**config.mk**
```make
export PLATFORM = sky130hd
export DESIGN_NAME = sys_issue_arbiter
export DESIGN_NICKNAME = d
export VERILOG_FILES = /design/src/rtl/sys_issue_arbiter.sv
export SDC_FILE = /design/constraint.sdc
export NUM_CORES = 1
export LEC_CHECK = 0
export CAP_MARGIN = 30
export CORE_UTILIZATION = 23
export DETAILED_ROUTE_END_ITERATION = 16
export PLACE_DENSITY = 0.55
export SYNTH_ARGS = -nofsm -noshare
export SYNTH_HDL_FRONTEND = slang
export SYNTH_SLANG_ARGS = --single-unit
```
**constraint.sdc**
```tcl
create_clock -name clk -period 16 [get_ports clk]
set_input_delay 3.2 -clock clk [delete_from_list [all_inputs] [get_ports clk]]
set_output_delay 3.2 -clock clk [all_outputs]
set_load 0.005 [all_outputs]
```
**src/rtl/sys_issue_arbiter.sv**
```systemverilog
// Issue arbiter for the system unit: picks the oldest valid entry among
// the GPR, SPR and CR reservation stations (age measured from the oldest
// in-flight ID, wrap-aware) and holds it in a single output register with
// a valid/ready handshake. Also counts backpressure cycles, saturating.
module sys_issue_arbiter #(
  parameter int RS_ID_WIDTH = 5,
  parameter int DATA_WIDTH  = 32,
  parameter int CTRL_WIDTH  = 40
) (
  input  logic                   clk,
  input  logic                   rst,
  input  logic [2:0]             req_valid,
  output logic [2:0]             req_ready,
  input  logic [RS_ID_WIDTH-1:0] req_rs_id   [3],
  input  logic [DATA_WIDTH-1:0]  req_op      [3],
  input  logic [CTRL_WIDTH-1:0]  req_control [3],
  input  logic [RS_ID_WIDTH-1:0] head_rs_id,
  input  logic                   flush,
  output logic                   out_valid,
  input  logic                   out_ready,
  output logic [RS_ID_WIDTH-1:0] out_rs_id,
  output logic [DATA_WIDTH-1:0]  out_op,
  output logic [CTRL_WIDTH-1:0]  out_control,
  output logic [1:0]             out_src,
  output logic [15:0]            stall_count
);

  typedef enum logic {
    ST_EMPTY = 1'b0,
    ST_FULL  = 1'b1
  } state_e;

  state_e                 state_q, state_d;
  logic [RS_ID_WIDTH-1:0] rs_id_q;
  logic [DATA_WIDTH-1:0]  op_q;
  logic [CTRL_WIDTH-1:0]  ctrl_q;
  logic [1:0]             src_q;
  logic [15:0]            stall_q;

  logic [RS_ID_WIDTH-1:0] age_s [3];
  logic [RS_ID_WIDTH-1:0] best_age_s;
  logic                   found_s;
  logic [1:0]             sel_idx_s;
  logic [RS_ID_WIDTH-1:0] sel_id_s;
  logic [DATA_WIDTH-1:0]  sel_op_s;
  logic [CTRL_WIDTH-1:0]  sel_ctrl_s;
  logic                   load_s;
  logic                   full_s;

  assign full_s = (state_q == ST_FULL);

  // Age of each offered entry relative to the head; the modular subtraction
  // makes IDs that wrapped past zero still compare as younger than the head.
  always_comb begin
    for (int i = 0; i < 3; i++) begin
      age_s[i] = req_rs_id[i] - head_rs_id;
    end
  end

  // Oldest-first selection; strict less-than keeps the lowest index on ties.
  always_comb begin
    found_s    = 1'b0;
    best_age_s = '0;
    sel_idx_s  = 2'd0;
    for (int i = 0; i < 3; i++) begin
      if (req_valid[i] && (!found_s || (age_s[i] < best_age_s))) begin
        found_s    = 1'b1;
        best_age_s = age_s[i];
        sel_idx_s  = 2'(i);
      end else begin
        found_s    = found_s;
      end
    end
  end

  // Payload multiplexer for the selected requester.
  always_comb begin
    case (sel_idx_s)
      2'd1: begin
        sel_id_s   = req_rs_id[1];
        sel_op_s   = req_op[1];
        sel_ctrl_s = req_control[1];
      end
      2'd2: begin
        sel_id_s   = req_rs_id[2];
        sel_op_s   = req_op[2];
        sel_ctrl_s = req_control[2];
      end
      default: begin
        sel_id_s   = req_rs_id[0];
        sel_op_s   = req_op[0];
        sel_ctrl_s = req_control[0];
      end
    endcase
  end

  // A new entry is taken when the register is free or draining, something is
  // offered, no flush is pending, and the block is out of reset.
  assign load_s = rst & ~flush & found_s & (~full_s | out_ready);

  // Grant goes only to the selected requester, and only on a load.
  assign req_ready = {load_s & (sel_idx_s == 2'd2),
                      load_s & (sel_idx_s == 2'd1),
                      load_s & (sel_idx_s == 2'd0)};

  // Next state: flush wins, then load, then drain, else hold.
  always_comb begin
    state_d = state_q;
    if (flush) begin
      state_d = ST_EMPTY;
    end else if (load_s) begin
      state_d = ST_FULL;
    end else begin
      case (state_q)
        ST_FULL:  state_d = out_ready ? ST_EMPTY : ST_FULL;
        ST_EMPTY: state_d = ST_EMPTY;
        default:  state_d = ST_EMPTY;
      endcase
    end
  end

  // Output register, state and stall counter; reset abandons any held entry.
  always_ff @(posedge clk or negedge rst) begin
    if (!rst) begin
      state_q <= ST_EMPTY;
      rs_id_q <= '0;
      op_q    <= '0;
      ctrl_q  <= '0;
      src_q   <= 2'd0;
      stall_q <= 16'd0;
    end else begin
      state_q <= state_d;
      if (load_s) begin
        rs_id_q <= sel_id_s;
        op_q    <= sel_op_s;
        ctrl_q  <= sel_ctrl_s;
        src_q   <= sel_idx_s;
      end else begin
        rs_id_q <= rs_id_q;
        op_q    <= op_q;
        ctrl_q  <= ctrl_q;
        src_q   <= src_q;
      end
      if (full_s && !out_ready && (stall_q != 16'hFFFF)) begin
        stall_q <= stall_q + 16'd1;
      end else begin
        stall_q <= stall_q;
      end
    end
  end

  assign out_valid   = full_s;
  assign out_rs_id   = rs_id_q;
  assign out_op      = op_q;
  assign out_control = ctrl_q;
  assign out_src     = src_q;
  assign stall_count = stall_q;

endmodule
```
==> flow_summary.yaml, run 1 <==
setup_path:
  crit_slowest_cell: "buf_4"
  crit_start: "head_rs_id[0]"
  r2r-end: "out_control[23]"
  critPathMaxFanout: 91
  reg2reg_slack_ns: 13.66
  cp_common_cell: "ha_1"
  critPathKind: "input pin to primary output"
  critical-path-top-delay-family: "compound AO/OA/AOI/OAI gates"
  required_ns: 12.80
  r2r.worst_path.cells: 6
  slowest_delay_ns: 0.83
  cp_cell_sequence: "clkdlybuf4s50_1 > ha_1 > inv_1 > fa_1 > a21o_1 > a21oi_1 > xnor2_1 > nand2_1 > ha_1 > and4_1 > a221oi_2 > o21a_1 > nor2_1 > a21oi_1 > ha_1 > a211oi_1 > o21a_4 > buf_4 > a211oi_4 > and2_1 > clkdlybuf4s50_1"
  critical_path_buf_inv_count: 4
  cp-end-kind: "primary output"
  worst_setup_path_start_kind: "input pin"
  cp.arrival_ns: 9.48
  regToRegStartpoint: "out_valid"
timing:
  fmax_mhz: 78.83
  grt_setup_unrepaired: "no"
  drv_slew: 0
  setup_tns_ns: 0
  tightestPinTransition_ns: 1.007
  finalHoldViolations: 0
  relSlewSlack_pct: 32.85
  setup_slack_ns: 3.315
  setup_viol: 0
  fin_crit_ns: 12.68
  fin_skew_ns: 0.009018
  fin_crit_sh_pct: 79.28
clock_tree:
  cts_resized: 0
  root_buffer: "clkbuf_16"
  numClockSinks: 96
  ctsHoldBuffers: 0
  clockBufferDepth: 2
  numCtsBuffers: 9
  tritoncts: "done"
  clock_latency_ns: 0.37
  ctsHtreeMaxLevel: 3
  clkTransAtPathRegs_ns: 0.07
  post_cts.repair.setup_buffers: 0
floorplan:
  core_mm2: 0.03353
  rows: 67
  io_pins: 342
  die_w_um: 186.5
  initial_core_util_pct: 23.34
  die_y_um: 186.5
  die_area_mm2: 0.03477
worst_hold_path:
  whs_endpoint: "out_src[0]"
  min_path_type: "flop to flop"
  worstHoldPathCells: 1
  worstHoldStart: "out_src[0]"
pwr:
  seqPwrFrac_pct: 30.4
  p_sw_share_pct: 38.46
  combPwrFrac_pct: 49.5
  leakage_nw: 4.136
  p_int_mw: 0.7110
  clockPowerShare_pct: 20.1
  power.density_mw_per_mm2: 97.97
  peakVddDrop_mv: 0.05448
  p_sw_mw: 0.4444
layout:
  syn2layout_area_growth_pct: 50.66
  layout-drive-gt1-share_pct: 3.184
  final_common_cell: "clkdlybuf4s50_1"
  postLayoutCoreUtil_pct: 35.17
  multiInputGateArea_mm2: 0.004956
  layout.nets: 1582
  mostFrequentLayoutCells: "340 x clkdlybuf4s50_1, 164 x nor2_1, 157 x nand3_1"
  regArea_mm2: 0.002402
  nFillCells: 3484
synthesis:
  seq_area_frac_synth_pct: 30.69
  synthCells: 1061
  synth-xor-area-share_pct: 3.021
  synth.avg_cell_area_um2: 7.377
  synth_compound_gate_area_share_pct: 34.56
  synth_mux_area_share_pct: 0.1439
  synth_top_family_by_area: "compound AO/OA/AOI/OAI gates"
  synth_cell_types: 40
  syn_area_mm2: 0.007828
  synth_simple_gate_area_share_pct: 20.64
  synthAdderAreaFrac_pct: 4.124
  yosysWarningCount: 0
  synth_fp_nets: 1328
  yosys_register_bits: 96
drt:
  vias: 9227
  routed_wl_um: 32300
  firstDrtPassIters: 5
  routedWlPerCell_um: 18.27
  antenna_left: 0
  vias_per_cell: 5.219
  drt_iter0_markers: 631
  drc: 0
run:
  cap_violations: 0
placed_design:
  port_buffers: 341
  place_ws_ns: 3.319
  hpwl_um: 21550
  place.gp.congestion: 0.7961
global_route:
  grt_max_degree: 92
  grt_usage_pct: 18.36
  grt_pass1_vias: 8980
  antenna_found_initial: 2
  grt_pass1_wl_um: 51230
  overflow: 0
run_status:
  status: "complete, no violations"
## worst reg2reg max path: cells and delay by family (launching register included)
family / cells / cell delay, ns
AO/OA/AOI/OAI: 3 / 0.80
flip-flops: 1 / 0.40
buffers and inverters: 1 / 0.60
AND/OR/NAND/NOR: 2 / 0.41
## per-stage QoR
stage / instance area, µm² / total power, mW / cells / hold WS [ns]
floorplan: 7828 / 0.6313 / 1061 / 0.4733
global placement: 11460 / 0.9231 / 1751 / 0.4736
detailed placement: 11480 / 0.9327 / 1752 / 0.4689
CTS: 11790 / 1.178 / 1767 / 0.4854
global route: 11790 / 1.240 / 1767 / 0.5182
finish: 11790 / 1.155 / 1768 / 0.4791
## cell families (layout without fill, tap and decap cells)
group | after synthesis | after routing
AO/OA/AOI/OAI | 428 | 428
AND/OR/NAND/NOR | 360 | 360
buffers and inverters | 125 | 383
flip-flops | 96 | 96
XOR/XNOR | 27 | 27
adder cells (fa/ha/maj) | 24 | 24
multiplexers | 1 | 1
other | 0 | 1
## metal layers
| layer | vias to the layer above | routed length [µm] | track usage, % | part of all wire, % |
|---|---|---|---|---|
| li1 | 4476 | - | - | - |
| met1 | 4427 | 14480 | 23.38 | 45 |
| met2 | 303 | 15490 | 31.06 | 48 |
| met3 | 21 | 1987 | 4.382 | 6.2 |
| met4 | 0 | 352 | 4.634 | 1.1 |
| met5 | - | 0 | 0 | 0 |
## worst max-delay path by stage
stage,end,cells past startpoint
floorplan,req_ready[0],23
global placement,req_ready[1],21
detailed placement,req_ready[1],21
CTS,req_ready[1],21
global route,req_ready[1],21
finish,req_ready[1],21
## synthesized netlist by cell type (all sizes together)
cell	count	area share, %
o31ai	1	0.096
clkbuf	64	3.1
nor2	167	8.0
and3	3	0.24
and4	2	0.22
and2	3	0.24
clkinv	1	0.048
o211ai	2	0.19
mux2	1	0.14
o21ai	85	5.4
buf	45	3.0
and3b	2	0.22
o22ai	77	6.2
ha	21	3.4
a22oi	76	7.3
nand2b	2	0.16
o21a	5	0.48
nand4	6	0.48
a21oi	89	5.7
nor3	6	0.45
a31oi	1	0.16
xor2	11	1.2
fa	3	0.77
xnor2	16	1.8
a21o	10	0.96
a221oi	2	0.30
nand2	12	0.58
a211oi	78	7.5
nand3	157	10
inv	15	0.72
o211a	1	0.13
a21bo	1	0.13
dfrtp	96	31
## sequential cells by signal (all words and copies together), names as in the netlist
| signal | count |
|---|---|
| out_op | 32 |
| stall_count | 16 |
| out_valid | 1 |
| out_rs_id | 5 |
| out_control | 40 |
| out_src | 2 |
## power by group through the flow
stage	combinational [mW]	sequential, mW	clock (mW)
after floorplan	0.274	0.357	0
after global placement	0.569	0.354	0
after detailed placement	0.578	0.355	0
after CTS	0.581	0.352	0.245
after global routing	0.626	0.361	0.252
final	0.572	0.351	0.232
## final cells by class
type	instances	share of cell area (%)
antenna	1	0.02122
multi-input combinational	840	42.03
sequential	96	20.37
clock inverter	4	0.4456
timing repair buffer	352	29.73
tap	448	4.753
clock buffer	11	2.143
inverter	16	0.5093
Power figures use the tool's default switching activity.
==> run 2, diff against run 1 <==
- PLACE_DENSITY: 0.55 -> 0.57
- clock period: 16 -> 10.5 ns (I/O delays scaled with it)
==> flow_summary.yaml, run 2 (synthesis gave the netlist of run 1 again) <==
run_status:
  status: "complete, no violations"
drt:
  vias: 9283
  vias_per_cell: 5.242
  routedWlPerCell_um: 18.38
  drt_iter0_markers: 611
  drc: 0
  firstDrtPassIters: 5
  antenna_left: 0
  routed_wl_um: 32560
setup_path:
  critical_path_buf_inv_count: 3
  critical-path-top-delay-family: "compound AO/OA/AOI/OAI gates"
  slowest_delay_ns: 0.51
  cp_common_cell: "a21oi_1"
  cp.arrival_ns: 7.29
  critPathMaxFanout: 9
  required_ns: 8.40
  worst_setup_path_start_kind: "input pin"
  critPathKind: "input pin to primary output"
  cp-end-kind: "primary output"
  crit_slowest_cell: "clkdlybuf4s50_1"
  cp_cell_sequence: "clkdlybuf4s50_1 > ha_1 > inv_1 > fa_1 > a21o_1 > a21oi_1 > xnor2_1 > nand2_1 > ha_1 > and4_1 > a221oi_2 > o21a_1 > nor2_1 > a21oi_1 > ha_1 > a211oi_1 > o211ai_1 > a21oi_1 > a21oi_1 > and3_1 > clkdlybuf4s50_1"
global_route:
  grt_pass1_vias: 8912
  busiest_layer: "met2"
  antenna_found_initial: 0
  met3_usage_pct: 4.288
  use_met2_pct: 30.78
  grtUsageMet1_pct: 23.79
  grt_max_degree: 94
  overflow: 0
  grt_usage_pct: 18.32
  grt_pass1_wl_um: 51460
timing:
  fin_crit_ns: 9.391
  relSlewSlack_pct: 33.41
  finalHoldViolations: 0
  fin_skew_ns: 0.01012
  tightestPinTransition_ns: 0.9988
  grt_setup_unrepaired: "no"
  fin_crit_sh_pct: 89.44
  setup_slack_ns: 1.109
  drv_slew: 0
  fmax_mhz: 106.5
  setup_tns_ns: 0
  setup_viol: 0
placed_design:
  place_ws_ns: 1.114
  dp_cells: 1755
  place.gp.congestion: 0.8372
  hpwl_um: 21840
  port_buffers: 341
clock_tree:
  clkTransAtPathRegs_ns: 0.08
  root_buffer: "clkbuf_16"
  ctsHoldBuffers: 0
  numClockSinks: 96
  clockBufferDepth: 2
  numCtsBuffers: 9
  clock_latency_ns: 0.35
  cts_resized: 0
  post_cts.repair.setup_buffers: 0
  tritoncts: "done"
  ctsHtreeMaxLevel: 3
worst_hold_path:
  min_path_type: "flop to flop"
pwr:
  finalPower_mw: 1.749
  peakVddDrop_mv: 0.09155
  leakage_nw: 4.145
  power.density_mw_per_mm2: 148.2
floorplan:
  die_w_um: 186.5
  rows: 67
  io_pins: 342
  initial_core_util_pct: 23.34
  die_area_mm2: 0.03477
  die_y_um: 186.5
  core_mm2: 0.03353
layout:
  final_common_cell: "clkdlybuf4s50_1"
  regArea_mm2: 0.002402
  layout-drive-gt1-share_pct: 3.401
  largest_register_ffs: 40
  syn2layout_area_growth_pct: 50.74
  fin_cells: 1771
  antenna-diode-count: 0
  layout.nets: 1585
  mostFrequentLayoutCells: "340 x clkdlybuf4s50_1, 164 x nor2_1, 157 x nand3_1"
  multiInputGateArea_mm2: 0.004956
  nFillCells: 3482
run:
  cap_violations: 0
run 2: cell types whose count changed in the layout (fill, tap and decap cells not counted), sizes merged:
cell,before,now
diode,1,0
clkbuf,11,12
bufinv,1,0
buf,12,15
clkinv,2,3
run 2: cell type report:
cell class | count | share of cell area [%]
flip-flops and latches | 96 | 20.36
multi-input cells | 840 | 42.00
inverters | 16 | 0.5090
well taps | 448 | 4.751
clock buffers | 12 | 2.174
repair buffers | 355 | 29.97
clock inverters | 4 | 0.2333
run 2: layer usage:
layer / vias to the layer above / wire length, µm
met5: - / 0
met4: 0 / 414
met3: 25 / 2056
met2: 322 / 15550
met1: 4473 / 14540
li1: 4463 / -
run 2: path summary, 6_finish.rpt:
| kind | startpoint | end | slack, ns | cells after the start |
|---|---|---|---|---|
| hold reg to reg | out_src[0] | out_src[0] | 0.50 | 1 |
| setup / recovery | head_rs_id[0] | req_ready[0] | 1.11 | 21 |
| min in group asynchronous | rst | out_control[12] | 1.79 | 1 |
| max in group asynchronous | rst | out_op[24] | 7.54 | 2 |
| hold / removal | out_src[0] | out_src[0] | 0.50 | 1 |
| setup reg to reg | out_valid | out_control[4] | 8.11 | 6 |
run 2: through the flow:
step                util [%]  cell area, µm²  hold WS [ns]
floorplan                  -            7828        0.4733
global placement       34.26           11490        0.4780
detailed placement     34.34           11510        0.4869
CTS                    35.19           11800        0.5050
global route           35.19           11800        0.5184
finish                 35.19           11800        0.5032
run 2: worst reg2reg max path: stages (launching register included):
cell,delay (ns)
dfrtp_1,0.41
nand2b_1,0.17
and3b_2,0.24
buf_4,0.63
o21ai_0,0.24
a211oi_1,0.44
a21oi_1,0.13
run 2: where the power goes:
group / switching (mW) / total (mW) / internal [mW]
registers: 0.0654 / 0.536 / 0.470
logic: 0.460 / 0.879 / 0.419
clock network: 0.159 / 0.334 / 0.175
total: 0.685 / 1.75 / 1.06
==> run 3, diff against run 2 <==
- CAP_MARGIN: 30 -> not set
==> flow_summary.yaml, run 3 (synthesis gave the netlist of run 1 again) <==
setup_path:
  cp_cell_sequence: "clkdlybuf4s50_1 > ha_1 > inv_1 > fa_1 > a21o_1 > a21oi_1 > xnor2_1 > nand2_1 > ha_1 > and4_1 > a221oi_2 > o21a_1 > nor2_1 > a21oi_1 > ha_1 > a211oi_1 > o211ai_1 > a21oi_1 > a21oi_1 > and3_1 > clkdlybuf4s50_1"
  required_ns: 8.40
  cp_common_cell: "a21oi_1"
  crit_slowest_cell: "clkdlybuf4s50_1"
  critPathMaxFanout: 9
  cp.arrival_ns: 7.34
  cp-end-kind: "primary output"
  slowest_delay_ns: 0.51
  worst_setup_path_start_kind: "input pin"
  critPathKind: "input pin to primary output"
timing:
  fin_skew_ns: 0.01326
  fmax_mhz: 105.9
  fin_crit_ns: 9.439
  setup_tns_ns: 0
  tightestPinTransition_ns: 1.101
  relSlewSlack_pct: 26.59
  setup_viol: 0
  grt_setup_unrepaired: "no"
  setup_slack_ns: 1.061
  fin_crit_sh_pct: 89.90
  drv_slew: 0
  finalHoldViolations: 0
floorplan:
  die_w_um: 186.5
  core_mm2: 0.03353
  rows: 67
  initial_core_util_pct: 23.34
  die_y_um: 186.5
  die_area_mm2: 0.03477
  io_pins: 342
global_route:
  overflow: 0
  grt_pass1_wl_um: 51580
  grt_max_degree: 94
  grt_usage_pct: 18.39
  grt_pass1_vias: 8934
  antenna_found_initial: 1
drt:
  drt_iter0_markers: 592
  routed_wl_um: 32510
  drc: 0
  antenna_left: 0
  firstDrtPassIters: 5
  met1Wirelength_um: 14370
  met2WireLength_um: 15500
  highest_layer: "met4"
  vias_per_cell: 5.256
  dr_wl_met3_um: 2229
  vias: 9304
  routedWlPerCell_um: 18.37
pwr:
  finalPower_mw: 1.744
  power.density_mw_per_mm2: 148.2
  leakage_nw: 4.132
  peakVddDrop_mv: 0.09111
layout:
  layout-drive-gt1-share_pct: 3.331
  largest_register_ffs: 40
  syn2layout_area_growth_pct: 50.37
  final_area_mm2: 0.01177
  final_common_cell: "clkdlybuf4s50_1"
  layout.nets: 1584
  mostFrequentLayoutCells: "340 x clkdlybuf4s50_1, 164 x nor2_1, 157 x nand3_1"
placed_design:
  port_buffers: 341
  placed_area_mm2: 0.01149
  place_ws_ns: 1.146
  place.gp.congestion: 0.8372
  hpwl_um: 21620
clock_tree:
  clockBufferDepth: 2
  tritoncts: "done"
  clkTransAtPathRegs_ns: 0.08
  post_cts.repair.setup_buffers: 0
  ctsHoldBuffers: 0
  cts_resized: 0
  clock_latency_ns: 0.37
  root_buffer: "clkbuf_16"
  numClockSinks: 96
  ctsHtreeMaxLevel: 3
  numCtsBuffers: 9
worst_hold_path:
  min_path_type: "flop to flop"
run:
  cap_violations: 0
run_status:
  status: "complete, no violations"
[run 3: cell types whose count changed in the layout (fill, tap and decap cells not counted), sizes merged]
cell	previous run	this run
buf	15	14
diode	0	1
clkbuf	12	11
[run 3: per-stage QoR]
stage,hold slack [ns],utilization (%),instances
final,0.4921,35.10,1770
after CTS,0.5005,35.09,1769
after global routing,0.5119,35.09,1769
after global placement,0.4780,34.26,1754
after detailed placement,0.4809,34.26,1754
after floorplan,0.4733,-,1061
[run 3: worst paths after layout]
| check | to | slack, ns | start | cells after the start |
|---|---|---|---|---|
| setup / recovery | req_ready[0] | 1.06 | head_rs_id[0] | 21 |
| hold / removal | out_src[0] | 0.49 | out_src[0] | 1 |
| setup reg to reg | out_control[4] | 8.13 | out_valid | 6 |
| hold reg to reg | out_src[0] | 0.49 | out_src[0] | 1 |
| max in group asynchronous | out_op[21] | 7.53 | rst | 2 |
| min in group asynchronous | out_control[12] | 1.79 | rst | 1 |
[run 3: power breakdown]
group / switching, mW / leakage (nW) / internal [mW] / total (mW)
registers: 0.0652 / 1.10 / 0.470 / 0.536
logic: 0.458 / 2.89 / 0.418 / 0.875
clock network: 0.160 / 0.142 / 0.173 / 0.333
total: 0.683 / 4.13 / 1.06 / 1.74
[run 3: per-layer routing]
| metal | GRT usage (%) | vias up |
|---|---|---|
| met5 | 0 | - |
| met4 | 3.846 | 0 |
| met3 | 4.476 | 23 |
| met2 | 30.60 | 325 |
| met1 | 24.07 | 4483 |
| li1 | - | 4473 |
[run 3: cell type report]
type	count	area, µm²
multi-input combinational	840	4956
inverter	16	60.06
fill	3470	21760
antenna	1	2.502
timing repair buffer	354	3508
sequential	96	2402
clock inverter	4	27.53
clock buffer	11	252.7
tap	448	560.5
[run 3: critical path, delay by kind of cell]
kind	cells	cell delay, ns
buffers and inverters	3	1.02
xor gates and xnor gates	1	0.14
AOI/OAI and AO/OA	9	2.33
adders and majority gates	4	1.14
and+or+nand+nor	4	0.59
==> RTL change 1: new RTL, flow settings as in run 2 <==
`RS_ID_WIDTH`: 5 -> 7.
--- a/src/rtl/sys_issue_arbiter.sv
+++ b/src/rtl/sys_issue_arbiter.sv
@@ -3,7 +3,7 @@
 // in-flight ID, wrap-aware) and holds it in a single output register with
 // a valid/ready handshake. Also counts backpressure cycles, saturating.
 module sys_issue_arbiter #(
-  parameter int RS_ID_WIDTH = 5,
+  parameter int RS_ID_WIDTH = 7,
   parameter int DATA_WIDTH  = 32,
   parameter int CTRL_WIDTH  = 40
 ) (
Ports: changed (resized head_rs_id, out_rs_id and req_rs_id); port bits go from 342 to 352. No check against the original RTL was run, so the function may have changed too.
==> RTL change 1 against run 2 <==
- clock skew increased by 0.0032 ns
- power grew 4.6%
- register-to-register slack got worse by 0.17 ns
- sequential cell count rose by 2
- design area fell by 11%
- wire length fell by 30%
- worst setup slack worse by 0.47 ns
- synthesized area is 19% lower
- largest cell class unchanged
- highest routed layer is now met5
==> RTL change 1: results (changes against run 2) <==
outcome -> finished clean
GRT Total Usage -> 16.0% (-2.3 points)
first-pass GRT wire length -> 35700 um (-31%)
dpl hpwl -> 17500 um (-20%)
max incr delay on CP -> 0.55 ns (+0.04 ns)
synth top area cells -> dfrtp_1 (39%), mux2i_1 (13%), o311ai_1 (11%)
Peak VDD IR -> 0.0940 mV (+2.7%)
Synth Area in Compound Gates -> 16.3% (-18 points)
Hold EP -> out_control[23]$_DFFE_PN0P_
Synth top cells by count -> nand2_1 (103), dfrtp_1 (98), nand3_1 (88)
hold_sp -> out_control[23]$_DFFE_PN0P_
Critical Path AT -> 7.77 ns (+0.48 ns)
WHS -> 0.483 ns (-0.0203 ns)
adder-cell share of the synthesized area -> 7.03% (+2.9 points)
Avg Synthesized Cell Area -> 9.35 um2 (+27%)
Reg2Reg Depth -> 4 (-2)
vias in the first global route -> 6480 (-27%)
vias per cell -> 4.76 (-9.2%)
Synthesized Nets -> 966 (-27%)
CP max FO -> 36 (+27)
Worst Tran Pin Value -> 0.941 ns (-0.0579 ns)
P_leak -> 4.26 nW (+2.7%)
proportion of synthesized area in mux cells -> 12.6% (+12 points)
First-pass DRT Iterations -> 4 (-1)
placed cells -> 1325 (-25%)
Starting DRT DRC Count -> 350 (-43%)
cell depth of the worst hold path -> 2 (+1)
Area after DPL -> 10100 um2 (-12%)
Total Wirelength -> 22700 um (-30%)
==> RTL change 1: cell types whose count changed after synthesis, sizes merged, moves of 76 or more <==
cell,before,now
o311ai,0,79
nand2,12,103
a211oi,78,1
mux2i,0,80
a22oi,76,0
nor2,167,17
o21ai,85,5
o22ai,77,1
==> RTL change 1: where the power goes <==
| group | internal, W | switching (W) |
|---|---|---|
| logic | 0.000479 | 0.000387 |
| clock network | 0.000212 | 0.000163 |
| registers | 0.000510 | 0.0000800 |
==> RTL change 1: layout make-up <==
cell class,count,area [um2]
sequential,98,2450
inverter,19,71.3
multi-input combinational,508,3620
clock inverter,7,98.8
clock buffer,9,225
timing repair buffer,359,3570
tap,341,427
fill,2751,16600
==> RTL change 1: routing by layer <==
metal / global-route usage (%) / wire [um]
met1: 19.3 / 9450
met2: 28.8 / 11400
met3: 4.35 / 1670
met5: 0 / 6
met4: 2.37 / 160
==> RTL change 2: new RTL, flow settings as in run 2 <==
Made on the original files. Make the reset (`rst`) synchronous in one clocked block.
--- a/src/rtl/sys_issue_arbiter.sv
+++ b/src/rtl/sys_issue_arbiter.sv
@@ -120,7 +120,7 @@
   end
 
   // Output register, state and stall counter; reset abandons any held entry.
-  always_ff @(posedge clk or negedge rst) begin
+  always_ff @(posedge clk) begin
     if (!rst) begin
       state_q <= ST_EMPTY;
       rs_id_q <= '0;
Function: differs if rst is asserted again (counterexample within 4 cycles, from zero or initial values and one cycle with rst low); with rst held inactive, the same outputs for 10 cycles.
==> RTL change 2 against run 2 <==
- wire length down 27%
- fmax up 3.8%
- worst setup slack better by 0.34 ns
- sequential cell count unchanged
- clock power up 7.5%
- cell count down 20%
- largest power group unchanged
- register-to-register slack better by 0.16 ns
- power down 16%
- worst hold slack worse by 0.034 ns
- first-iteration DRC count down 56%
- largest cell class unchanged
- via count down 26%
- synthesized area down 18%
- design area down 12%
- critical endpoint is now req_ready[2]
==> RTL change 2: results (changes against run 2) <==
synth top area cells -> dfxtp_1 (30%), o32ai_2 (10%), a21o_1 (9.6%)
Critical Path AT -> 6.95 ns (-0.34 ns)
dpl ws -> 1.45 ns (+0.339 ns)
Yosys cell types -> 50 (+25%)
first-pass GRT wire length -> 35700 um (-31%)
Most used DFF post-synth -> dfxtp_1
Synthesized Nets -> 1001 (-25%)
sequential element share of the synthesized area -> 30.1% (-0.63 points)
relative slew slack -> 45.5% (+12 points)
fraction of layout cells with a size suffix above 1 -> 7.22% (+3.8 points)
First-pass DRT Iterations -> 4 (-1)
Peak VDD IR -> 0.0792 mV (-13%)
Total Nets Final -> 1302 (-18%)
vias per cell -> 4.85 (-7.5%)
Clock Skew -> 0.00844 ns (-0.00168 ns)
GRT Total Usage -> 15.8% (-2.5 points)
Inserted Clock Buffers -> 9 (unchanged)
CP max FO -> 45 (+36)
largest net degree at the start of global routing -> 80 (-15%)
fillers -> 2805 (-19%)
post_cts resized -> 0 (unchanged)
Synth Instances -> 734 (-31%)
dpl hpwl -> 17400 um (-20%)
Synth top cells by count -> nor2_1 (105), dfxtp_1 (96), a21o_1 (82)
P_leak -> 4.09 nW (-1.3%)
routed vias -> 6838 (-26%)
routability cong. -> 0.798 (-4.7%)
Area after DPL -> 10100 um2 (-13%)
placed cells -> 1396 (-20%)
outcome -> finished clean
[RTL change 2: cell types whose count changed after synthesis, moves of 11 or more]
cell	run 2	this run
a211oi_1	77	2
a21o_1	10	82
a21oi_1	89	16
buf_2	34	23
clkbuf_1	64	22
dfrtp_1	96	0
dfxtp_1	0	96
nand3_1	157	7
nor2_1	167	105
o22ai_1	77	2
o32ai_1	0	35
o32ai_2	0	40
[RTL change 2: cell type report]
| cell class | count | area share [%] |
|---|---|---|
| sequential | 96 | 18.5 |
| inverter | 18 | 0.651 |
| clock buffer | 10 | 2.21 |
| multi-input combinational | 559 | 39.6 |
| clock inverter | 5 | 0.784 |
| timing repair buffer | 351 | 33.7 |
| tap | 372 | 4.48 |
[RTL change 2: worst paths after layout]
check / depth (start not counted) / endpoint / start / slack (ns)
max: 21 / req_ready[2] / head_rs_id[0] / 1.45
min: 2 / out_src[0]$_SDFFE_PN0P_ / out_src[0]$_SDFFE_PN0P_ / 0.47
max reg2reg: 6 / out_control[37]$_SDFFE_PN0P_ / out_valid$_SDFF_PP0_ / 8.27
min reg2reg: 2 / out_src[0]$_SDFFE_PN0P_ / out_src[0]$_SDFFE_PN0P_ / 0.47
[RTL change 2: per-layer routing]
layer / up-vias / share of wire, % / routed length [um] / track usage, %
met4: 0 / 0.87 / 206 / 3.32
met2: 248 / 48 / 11300 / 27.8
li1: 3399 / - / - / -
met5: - / 0 / 0 / 0
met3: 13 / 8.1 / 1910 / 4.89
met1: 3178 / 43 / 10200 / 18.8
[RTL change 2: per-stage QoR]
stage | util [%] | power (W)
6_report | 38.3 | 0.00148
5_1_grt | 38.3 | 0.00157
4_1_cts | 38.3 | 0.00151
3_5_place_dp | 37.2 | 0.00113
3_3_place_gp | 37.1 | 0.00112
2_1_floorplan | - | 0.000832
[RTL change 2: report_power, final]
part           switching (W)  internal [W]  total (W)
Sequential         0.0000557      0.000423   0.000479
Clock               0.000151      0.000208   0.000359
Combinational       0.000301      0.000336   0.000638
Total               0.000508      0.000968    0.00148
[RTL change 2: cells by family after synthesis]
| logic type | count (synthesis) | synth area share, % |
|---|---|---|
| AOI/OAI and AO/OA | 346 | 43.5 |
| adders and majority gates | 24 | 5.05 |
| buffers and inverters | 79 | 6.32 |
| xor gates and xnor gates | 26 | 3.56 |
| DFF | 96 | 30.1 |
| and+or+nand+nor | 160 | 11.1 |
| muxes | 3 | 0.489 |
